<file path="src/rtl/stage_load_sequencer_pkg.sv">
// Shared definitions for the load sequencer: data width, funct3 load
// encodings, FSM state type and small decode helpers.
package stage_load_sequencer_pkg;

    localparam int unsigned XLEN = 32;

    localparam logic [2:0] F3_LB  = 3'b000;
    localparam logic [2:0] F3_LH  = 3'b001;
    localparam logic [2:0] F3_LW  = 3'b010;
    localparam logic [2:0] F3_LBU = 3'b100;
    localparam logic [2:0] F3_LHU = 3'b101;

    typedef enum logic [2:0] {
        S_IDLE,
        S_ISSUE0,
        S_GAP,
        S_ISSUE1,
        S_RESP
    } state_t;

    // True for the five supported load encodings.
    function automatic logic f3_valid(input logic [2:0] f3);
        case (f3)
            F3_LB, F3_LH, F3_LW, F3_LBU, F3_LHU: return 1'b1;
            default:                             return 1'b0;
        endcase
    endfunction

    // Access size in bytes (1, 2 or 4) from funct3[1:0].
    function automatic logic [2:0] f3_size(input logic [1:0] f3_lo);
        case (f3_lo)
            2'b00:   return 3'd1;
            2'b01:   return 3'd2;
            default: return 3'd4;
        endcase
    endfunction

endpackage

</file>
<file path="src/rtl/stage_load_sequencer_load_extract.sv">
// Byte extraction for loads: shifts the two-word window right by the byte
// offset, keeps the low size bytes and sign- or zero-extends them.
module load_extract
    import stage_load_sequencer_pkg::*;
(
    input  logic [2*XLEN-1:0] words,
    input  logic [1:0]        off,
    input  logic [2:0]        size,
    input  logic              is_unsigned,
    output logic [XLEN-1:0]   result
);

    logic [XLEN-1:0] shifted;

    assign shifted = XLEN'(words >> {off, 3'b000});

    // Select the addressed width and extend to XLEN.
    always_comb begin
        result = '0;
        case (size)
            3'd1:    result = {{(XLEN-8){~is_unsigned & shifted[7]}}, shifted[7:0]};
            3'd2:    result = {{(XLEN-16){~is_unsigned & shifted[15]}}, shifted[15:0]};
            default: result = shifted;
        endcase
    end

endmodule

</file>
<file path="src/rtl/stage_load_sequencer.sv">
// Load sequencer between execute and stage_memory_load. Computes the
// effective address, issues one or two word-aligned reads (two when the
// access crosses a word boundary) and returns the extended result.
module stage_load_sequencer
    import stage_load_sequencer_pkg::*;
#(
    parameter int unsigned IMM_WIDTH = 12
) (
    input  logic                 clk,
    input  logic                 reset,
    input  logic                 req_valid,
    output logic                 req_ready,
    input  logic [XLEN-1:0]      req_base,
    input  logic [IMM_WIDTH-1:0] req_offset,
    input  logic [2:0]           req_funct3,
    output logic                 load_enable,
    output logic [XLEN-1:0]      load_addr,
    input  logic                 load_complete,
    input  logic [XLEN-1:0]      load_value,
    output logic                 resp_valid,
    output logic [XLEN-1:0]      resp_data,
    output logic                 resp_fault
);

    state_t          state;
    state_t          state_next;

    logic [XLEN-1:0] ea_in;
    logic [2:0]      size_in;
    logic            split_in;
    logic            accept;

    logic [1:0]      off_q;
    logic [2:0]      size_q;
    logic            uns_q;
    logic            split_q;
    logic [XLEN-1:0] w0_q;

    logic [XLEN-1:0] ext_w0;
    logic [XLEN-1:0] ext_result;

    assign ea_in    = req_base + {{(XLEN-IMM_WIDTH){req_offset[IMM_WIDTH-1]}}, req_offset};
    assign size_in  = f3_size(req_funct3[1:0]);
    assign split_in = ({2'b00, ea_in[1:0]} + {1'b0, size_in}) > 4'd4;
    assign accept   = (state == S_IDLE) && req_ready && req_valid;

    assign load_enable = (state == S_ISSUE0) || (state == S_ISSUE1);
    assign resp_valid  = (state == S_RESP);

    // The extractor sees the completing word directly so the result can be
    // registered on the same edge the last access completes; in ISSUE1 the
    // first word comes from w0_q and the second from the bus.
    assign ext_w0 = (state == S_ISSUE1) ? w0_q : load_value;

    load_extract u_extract (
        .words       ({load_value, ext_w0}),
        .off         (off_q),
        .size        (size_q),
        .is_unsigned (uns_q),
        .result      (ext_result)
    );

    // Next-state logic for the request/issue/response sequence.
    always_comb begin
        state_next = state;
        case (state)
            S_IDLE: begin
                if (accept) begin
                    state_next = f3_valid(req_funct3) ? S_ISSUE0 : S_RESP;
                end
            end
            S_ISSUE0: begin
                if (load_complete) begin
                    state_next = split_q ? S_GAP : S_RESP;
                end
            end
            S_GAP: begin
                state_next = S_ISSUE1;
            end
            S_ISSUE1: begin
                if (load_complete) begin
                    state_next = S_RESP;
                end
            end
            S_RESP: begin
                state_next = S_IDLE;
            end
            default: begin
                state_next = S_IDLE;
            end
        endcase
    end

    // State register.
    always_ff @(posedge clk) begin
        if (!reset) begin
            state <= S_IDLE;
        end else begin
            state <= state_next;
        end
    end

    // Request capture, address sequencing, word capture and response registers.
    always_ff @(posedge clk) begin
        if (!reset) begin
            req_ready  <= 1'b0;
            load_addr  <= '0;
            resp_data  <= '0;
            resp_fault <= 1'b0;
            off_q      <= '0;
            size_q     <= '0;
            uns_q      <= 1'b0;
            split_q    <= 1'b0;
            w0_q       <= '0;
        end else begin
            req_ready <= (state_next == S_IDLE);

            if (accept) begin
                off_q     <= ea_in[1:0];
                size_q    <= size_in;
                uns_q     <= req_funct3[2];
                split_q   <= split_in;
                load_addr <= {ea_in[XLEN-1:2], 2'b00};
                if (!f3_valid(req_funct3)) begin
                    resp_data  <= '0;
                    resp_fault <= 1'b1;
                end
            end

            if ((state == S_ISSUE0) && load_complete) begin
                w0_q <= load_value;
                if (split_q) begin
                    load_addr <= load_addr + XLEN'(4);
                end else begin
                    resp_data  <= ext_result;
                    resp_fault <= 1'b0;
                end
            end

            if ((state == S_ISSUE1) && load_complete) begin
                resp_data  <= ext_result;
                resp_fault <= 1'b0;
            end
        end
    end

endmodule

</file>
<file path="config.mk">
export PLATFORM = sky130hd
export DESIGN_NAME = stage_load_sequencer
export DESIGN_NICKNAME = d
export VERILOG_FILES = /design/src/rtl/stage_load_sequencer_pkg.sv /design/src/rtl/stage_load_sequencer_load_extract.sv /design/src/rtl/stage_load_sequencer.sv
export SDC_FILE = /design/constraint.sdc
export NUM_CORES = 1
export LEC_CHECK = 0
export BUFFER_PORTS_ARGS = -buffer_cell sky130_fd_sc_hd__buf_2
export CAP_MARGIN = 15
export CORE_ASPECT_RATIO = 1.4
export CORE_MARGIN = 8
export CORE_UTILIZATION = 55
export CTS_CLUSTER_DIAMETER = 200
export CTS_CLUSTER_SIZE = 40
export DETAILED_ROUTE_END_ITERATION = 12
export GPL_TIMING_DRIVEN = 0
export PLACE_DENSITY = 0.8
export RECOVER_POWER = 100
export SETUP_SLACK_MARGIN = 0.02
export SYNTH_ARGS = -nofsm -noshare
export SYNTH_HDL_FRONTEND = slang
export SYNTH_SLANG_ARGS = --single-unit
</file>
<file path="constraint.sdc">
create_clock -name clk -period 2.7 [get_ports clk]
set_input_delay 0.135 -clock clk [delete_from_list [all_inputs] [get_ports clk]]
set_output_delay 0.135 -clock clk [all_outputs]
set_load 0.005 [all_outputs]
</file>
==> impl_metrics.xml <==
<?xml version="1.0" encoding="UTF-8"?>
<metrics>
  <group name="layout">
    <metric name="area_growth" unit="%">15.90</metric>
    <metric name="final_nets" unit="">1278</metric>
    <metric name="filler_cell_count" unit="">1325</metric>
    <metric name="drive_above_1_share" unit="%">14.26</metric>
    <metric name="instances_no_fill" unit="">1349</metric>
    <metric name="diodes" unit="">0</metric>
  </group>
  <group name="grt">
    <metric name="gr-usage-all-layers" unit="%">28.48</metric>
    <metric name="globalRoute.totalOverflow" unit="">0</metric>
    <metric name="grt_start_max_net_pins" unit="">22</metric>
    <metric name="grt_first_pass_wirelength" unit="mm">40.30</metric>
    <metric name="grt_antenna_before_repair" unit="">1</metric>
    <metric name="via_count_of_the_first_global_routing_pass" unit="">7979</metric>
  </group>
  <group name="route">
    <metric name="ant_nets" unit="">0</metric>
    <metric name="detail_route.wl_per_cell" unit="um">19.00</metric>
    <metric name="detail_route.first_pass.iterations" unit="">5</metric>
    <metric name="totalWireLength" unit="mm">25.63</metric>
    <metric name="drt_iter0_markers" unit="">542</metric>
    <metric name="route.detailed.drc" unit="">0</metric>
    <metric name="vias_per_cell" unit="">5.992</metric>
    <metric name="vias" unit="">8083</metric>
  </group>
  <group name="place">
    <metric name="place_ws" unit="ns">-0.1440</metric>
    <metric name="io_buffers" unit="">148</metric>
    <metric name="dpl.hpwl" unit="mm">19.82</metric>
    <metric name="place_inst" unit="">1334</metric>
    <metric name="finalWeightedCongestion" unit="">0.9820</metric>
  </group>
  <group name="setup_path">
    <metric name="worst_r2r_startpoint" unit="">state[2]$_SDFF_PN0_</metric>
    <metric name="cpMaxStageDelayCell" unit="">sky130_fd_sc_hd__mux2i_1</metric>
    <metric name="critical_path_peak_fanout" unit="">10</metric>
    <metric name="worstSetupPathType" unit="">reg -&gt; reg</metric>
    <metric name="worst_r2r_endpoint" unit="">resp_data[14]$_SDFF_PN0_</metric>
    <metric name="critical-path-top-cell-by-count" unit="">sky130_fd_sc_hd__mux2i_1</metric>
    <metric name="critical-path-max-stage-delay" unit="ns">0.37</metric>
    <metric name="critical_path.cell_chain" unit="">buf_2, nor2b_4, nand2_2, clkbuf_4, buf_4, mux2i_1, mux2i_1, a21oi_1, o21ai_0, o211a_1</metric>
    <metric name="reg2reg_setup_slack" unit="ns">0.09</metric>
    <metric name="reg2regPathDepth" unit="">10</metric>
    <metric name="timing.critical_path.arrival" unit="ns">2.87</metric>
    <metric name="required_time_of_the_critical_path" unit="ns">2.95</metric>
    <metric name="timing.critical_path.from_type" unit="">flip-flop</metric>
    <metric name="timing.critical_path.to_type" unit="">flip-flop</metric>
  </group>
  <group name="sta">
    <metric name="worst_pin_slew" unit="ns">0.7392</metric>
    <metric name="final-max-slew-violation-count" unit="">0</metric>
    <metric name="grt_setup_unrepaired" unit="">false</metric>
    <metric name="slew_headroom" unit="%">50.72</metric>
    <metric name="layout_min_cycle_time" unit="ns">2.613</metric>
    <metric name="finalClockSkew" unit="ns">0.008993</metric>
    <metric name="timing.final.ws_setup" unit="ns">0.08661</metric>
    <metric name="final_count_of_hold_timing_violations" unit="">0</metric>
    <metric name="finalSetupViolCount" unit="">0</metric>
    <metric name="max_freq" unit="MHz">382.6</metric>
    <metric name="layout_worst_path_cycle_share" unit="%">96.79</metric>
  </group>
  <group name="floorplan">
    <metric name="dieWidth" unit="um">116.4</metric>
    <metric name="design.portCount" unit="">151</metric>
    <metric name="floorplan.initialDensity" unit="%">56.03</metric>
    <metric name="dieHeight" unit="um">156.5</metric>
    <metric name="core" unit="sq um">13850</metric>
    <metric name="die_footprint" unit="sq um">18220</metric>
    <metric name="rows" unit="">51</metric>
  </group>
  <group name="worst_hold_path">
    <metric name="hold_path.class" unit="">in -&gt; reg</metric>
    <metric name="hold_start" unit="">load_value[30]</metric>
    <metric name="whs_endpoint" unit="">w0_q[30]$_SDFFE_PN0P_</metric>
    <metric name="hold-path-cell-count" unit="">3</metric>
  </group>
  <group name="clock_network">
    <metric name="clock_sink_count" unit="">108</metric>
    <metric name="root_buffer" unit="">sky130_fd_sc_hd__clkbuf_16</metric>
    <metric name="postCtsHoldBufs" unit="">0</metric>
    <metric name="clkLatencyLatePin" unit="ns">0.36</metric>
    <metric name="ctsHtreeMaxLevel" unit="">3</metric>
    <metric name="cts-root-to-sink-buffers" unit="">2</metric>
    <metric name="tritoncts" unit="">built</metric>
    <metric name="cts_buffers" unit="">9</metric>
    <metric name="clkTransAtPathRegs" unit="ns">0.08</metric>
    <metric name="cts.repair.resized" unit="">0</metric>
    <metric name="post_cts_repair_setup_buffers" unit="">0</metric>
  </group>
  <group name="yosys">
    <metric name="mapped_cell_area" unit="sq um">7759</metric>
    <metric name="synth-edff-count" unit="">0</metric>
    <metric name="post_synthesis_area_per_instance" unit="sq um">7.751</metric>
    <metric name="syn_inst" unit="">1001</metric>
    <metric name="synthFlopType" unit="">sky130_fd_sc_hd__dfxtp_1</metric>
    <metric name="synth_top_cell_by_area" unit="">sky130_fd_sc_hd__dfxtp_1</metric>
    <metric name="synth_top_area_share" unit="%">27.87</metric>
    <metric name="synth_async_sr_flop_share" unit="%">0</metric>
    <metric name="ys_ff_latch" unit="">108</metric>
    <metric name="yosysSeqAreaShare" unit="%">27.87</metric>
    <metric name="synth_cell_type_count" unit="">70</metric>
    <metric name="synth.net_count" unit="">1120</metric>
    <metric name="synthesis.yosys.warnings" unit="">0</metric>
    <metric name="ys_top_cells_by_count" unit="">sky130_fd_sc_hd__nand2_1 (200), sky130_fd_sc_hd__dfxtp_1 (108), sky130_fd_sc_hd__a21oi_1 (88)</metric>
    <metric name="yosysMostFrequentCell" unit="">sky130_fd_sc_hd__nand2_1</metric>
    <metric name="synth_top_cells_by_area" unit="">sky130_fd_sc_hd__dfxtp_1 (28%), sky130_fd_sc_hd__nand2_1 (9.7%), sky130_fd_sc_hd__mux2i_1 (6.8%)</metric>
  </group>
  <group name="power">
    <metric name="peakVddDrop" unit="mV">0.3007</metric>
    <metric name="power_density" unit="nW/um^2">502.9</metric>
    <metric name="leakage_power_total" unit="nW">3.783</metric>
  </group>
  <group name="flow_run">
    <metric name="max_cap_viol_count" unit="">0</metric>
  </group>
  <group name="run_status">
    <metric name="run_status" unit="">completed</metric>
  </group>
</metrics>
## report_power, final
part | switching, W | total [W] | leakage (nW) | internal (W)
sequential | 0.000102 | 0.00181 | 0.877 | 0.00171
clock | 0.000644 | 0.00137 | 0.144 | 0.000730
combinational | 0.000807 | 0.00134 | 2.76 | 0.000534
total | 0.00155 | 0.00452 | 3.78 | 0.00297
## per-stage QoR
step | area [sq um] | total power (W) | TNS [ns] | util, % | hold WS (ns)
after floorplan | 7759 | 0.002693 | 0 | - | 0.2799
after global placement | 8731 | 0.003144 | -0.1594 | 63.05 | 0.3985
after detailed placement | 8731 | 0.003167 | -0.2930 | 63.05 | 0.4063
after CTS | 9029 | 0.004517 | 0 | 65.20 | 0.02954
after global routing | 8992 | 0.004739 | 0 | 64.94 | 0.04794
final | 8992 | 0.004522 | 0 | 64.94 | 0.02962
## worst max path at each step
stage,start,end,slack [ns]
after global routing,state[2]$_SDFF_PN0_,resp_data[13]$_SDFF_PN0_,0.02
after detailed placement,req_offset[11],load_addr[21]$_SDFF_PN0_,-0.14
after global placement,req_offset[11],load_addr[21]$_SDFF_PN0_,-0.11
after CTS,state[2]$_SDFF_PN0_,resp_data[2]$_SDFF_PN0_,0.08
final,state[2]$_SDFF_PN0_,resp_data[14]$_SDFF_PN0_,0.09
after floorplan,load_addr[2]$_SDFF_PN0_,load_addr[24]$_SDFF_PN0_,0.62
## flip-flops by register name (all words and copies together) (netlist names)
name / cells
load_addr: 32
off_q: 2
req_ready: 1
resp_data: 32
resp_fault: 1
size_q: 3
split_q: 1
state: 3
uns_q: 1
w0_q: 32
## cells in the final DEF (no fill, tap or decap), types with 9 or more instances in the layout
cell type / instances
sky130_fd_sc_hd__mux4_2: 9
sky130_fd_sc_hd__buf_2: 101
sky130_fd_sc_hd__nand4_1: 9
sky130_fd_sc_hd__o211a_1: 9
sky130_fd_sc_hd__a31oi_1: 12
sky130_fd_sc_hd__xnor2_1: 13
sky130_fd_sc_hd__nor2_1: 45
sky130_fd_sc_hd__inv_1: 34
sky130_fd_sc_hd__nand3_1: 25
sky130_fd_sc_hd__nor3_1: 14
sky130_fd_sc_hd__clkbuf_1: 100
sky130_fd_sc_hd__ha_1: 34
sky130_fd_sc_hd__nor2b_1: 9
sky130_fd_sc_hd__a21o_1: 16
sky130_fd_sc_hd__a21oi_1: 87
sky130_fd_sc_hd__and3_1: 12
sky130_fd_sc_hd__o211ai_1: 31
sky130_fd_sc_hd__mux2i_1: 48
sky130_fd_sc_hd__o21ai_0: 42
sky130_fd_sc_hd__o21bai_1: 10
sky130_fd_sc_hd__dfxtp_1: 108
sky130_fd_sc_hd__xor2_1: 9
sky130_fd_sc_hd__clkbuf_16: 9
sky130_fd_sc_hd__a211oi_1: 11
sky130_fd_sc_hd__a21boi_0: 38
sky130_fd_sc_hd__nand2_1: 200
## routing by layer
layer,GRT usage (%),up-vias,part of all wire [%]
met1,29.58,3724,37
met3,5.322,103,6.1
li1,-,3928,-
met5,0,-,0.039
met4,19.16,2,5.7
met2,50.52,326,51
## layout make-up
type | instances | area (sq um) | area share, %
Multi-Input combinational cell | 797 | 5211 | 57.95
Sequential cell | 108 | 2162 | 24.04
Timing Repair Buffer | 148 | 675.6 | 7.514
Buffer | 61 | 286.5 | 3.186
Tap cell | 185 | 231.5 | 2.574
Clock buffer | 10 | 229.0 | 2.546
Inverter | 34 | 127.6 | 1.419
Clock inverter | 6 | 68.82 | 0.7653
## logic make-up after synthesis
family                     synth area share [%]
and+or+nand+nor                           21.13
AOI/OAI and AO/OA                         26.71
DFF                                       27.87
buffers and inverters                     5.354
muxes                                     10.47
adders and majority gates                 5.999
xor gates and xnor gates                  2.484
## worst max-delay path: cells and delay by family (launching register included)
kind | cells | cell delay (ns)
buf+inv | 3 | 0.75
flops | 1 | 0.32
simple gates | 2 | 0.26
compound gates | 3 | 0.66
mux | 2 | 0.52
No activity file was read; power rests on OpenSTA's default activity.
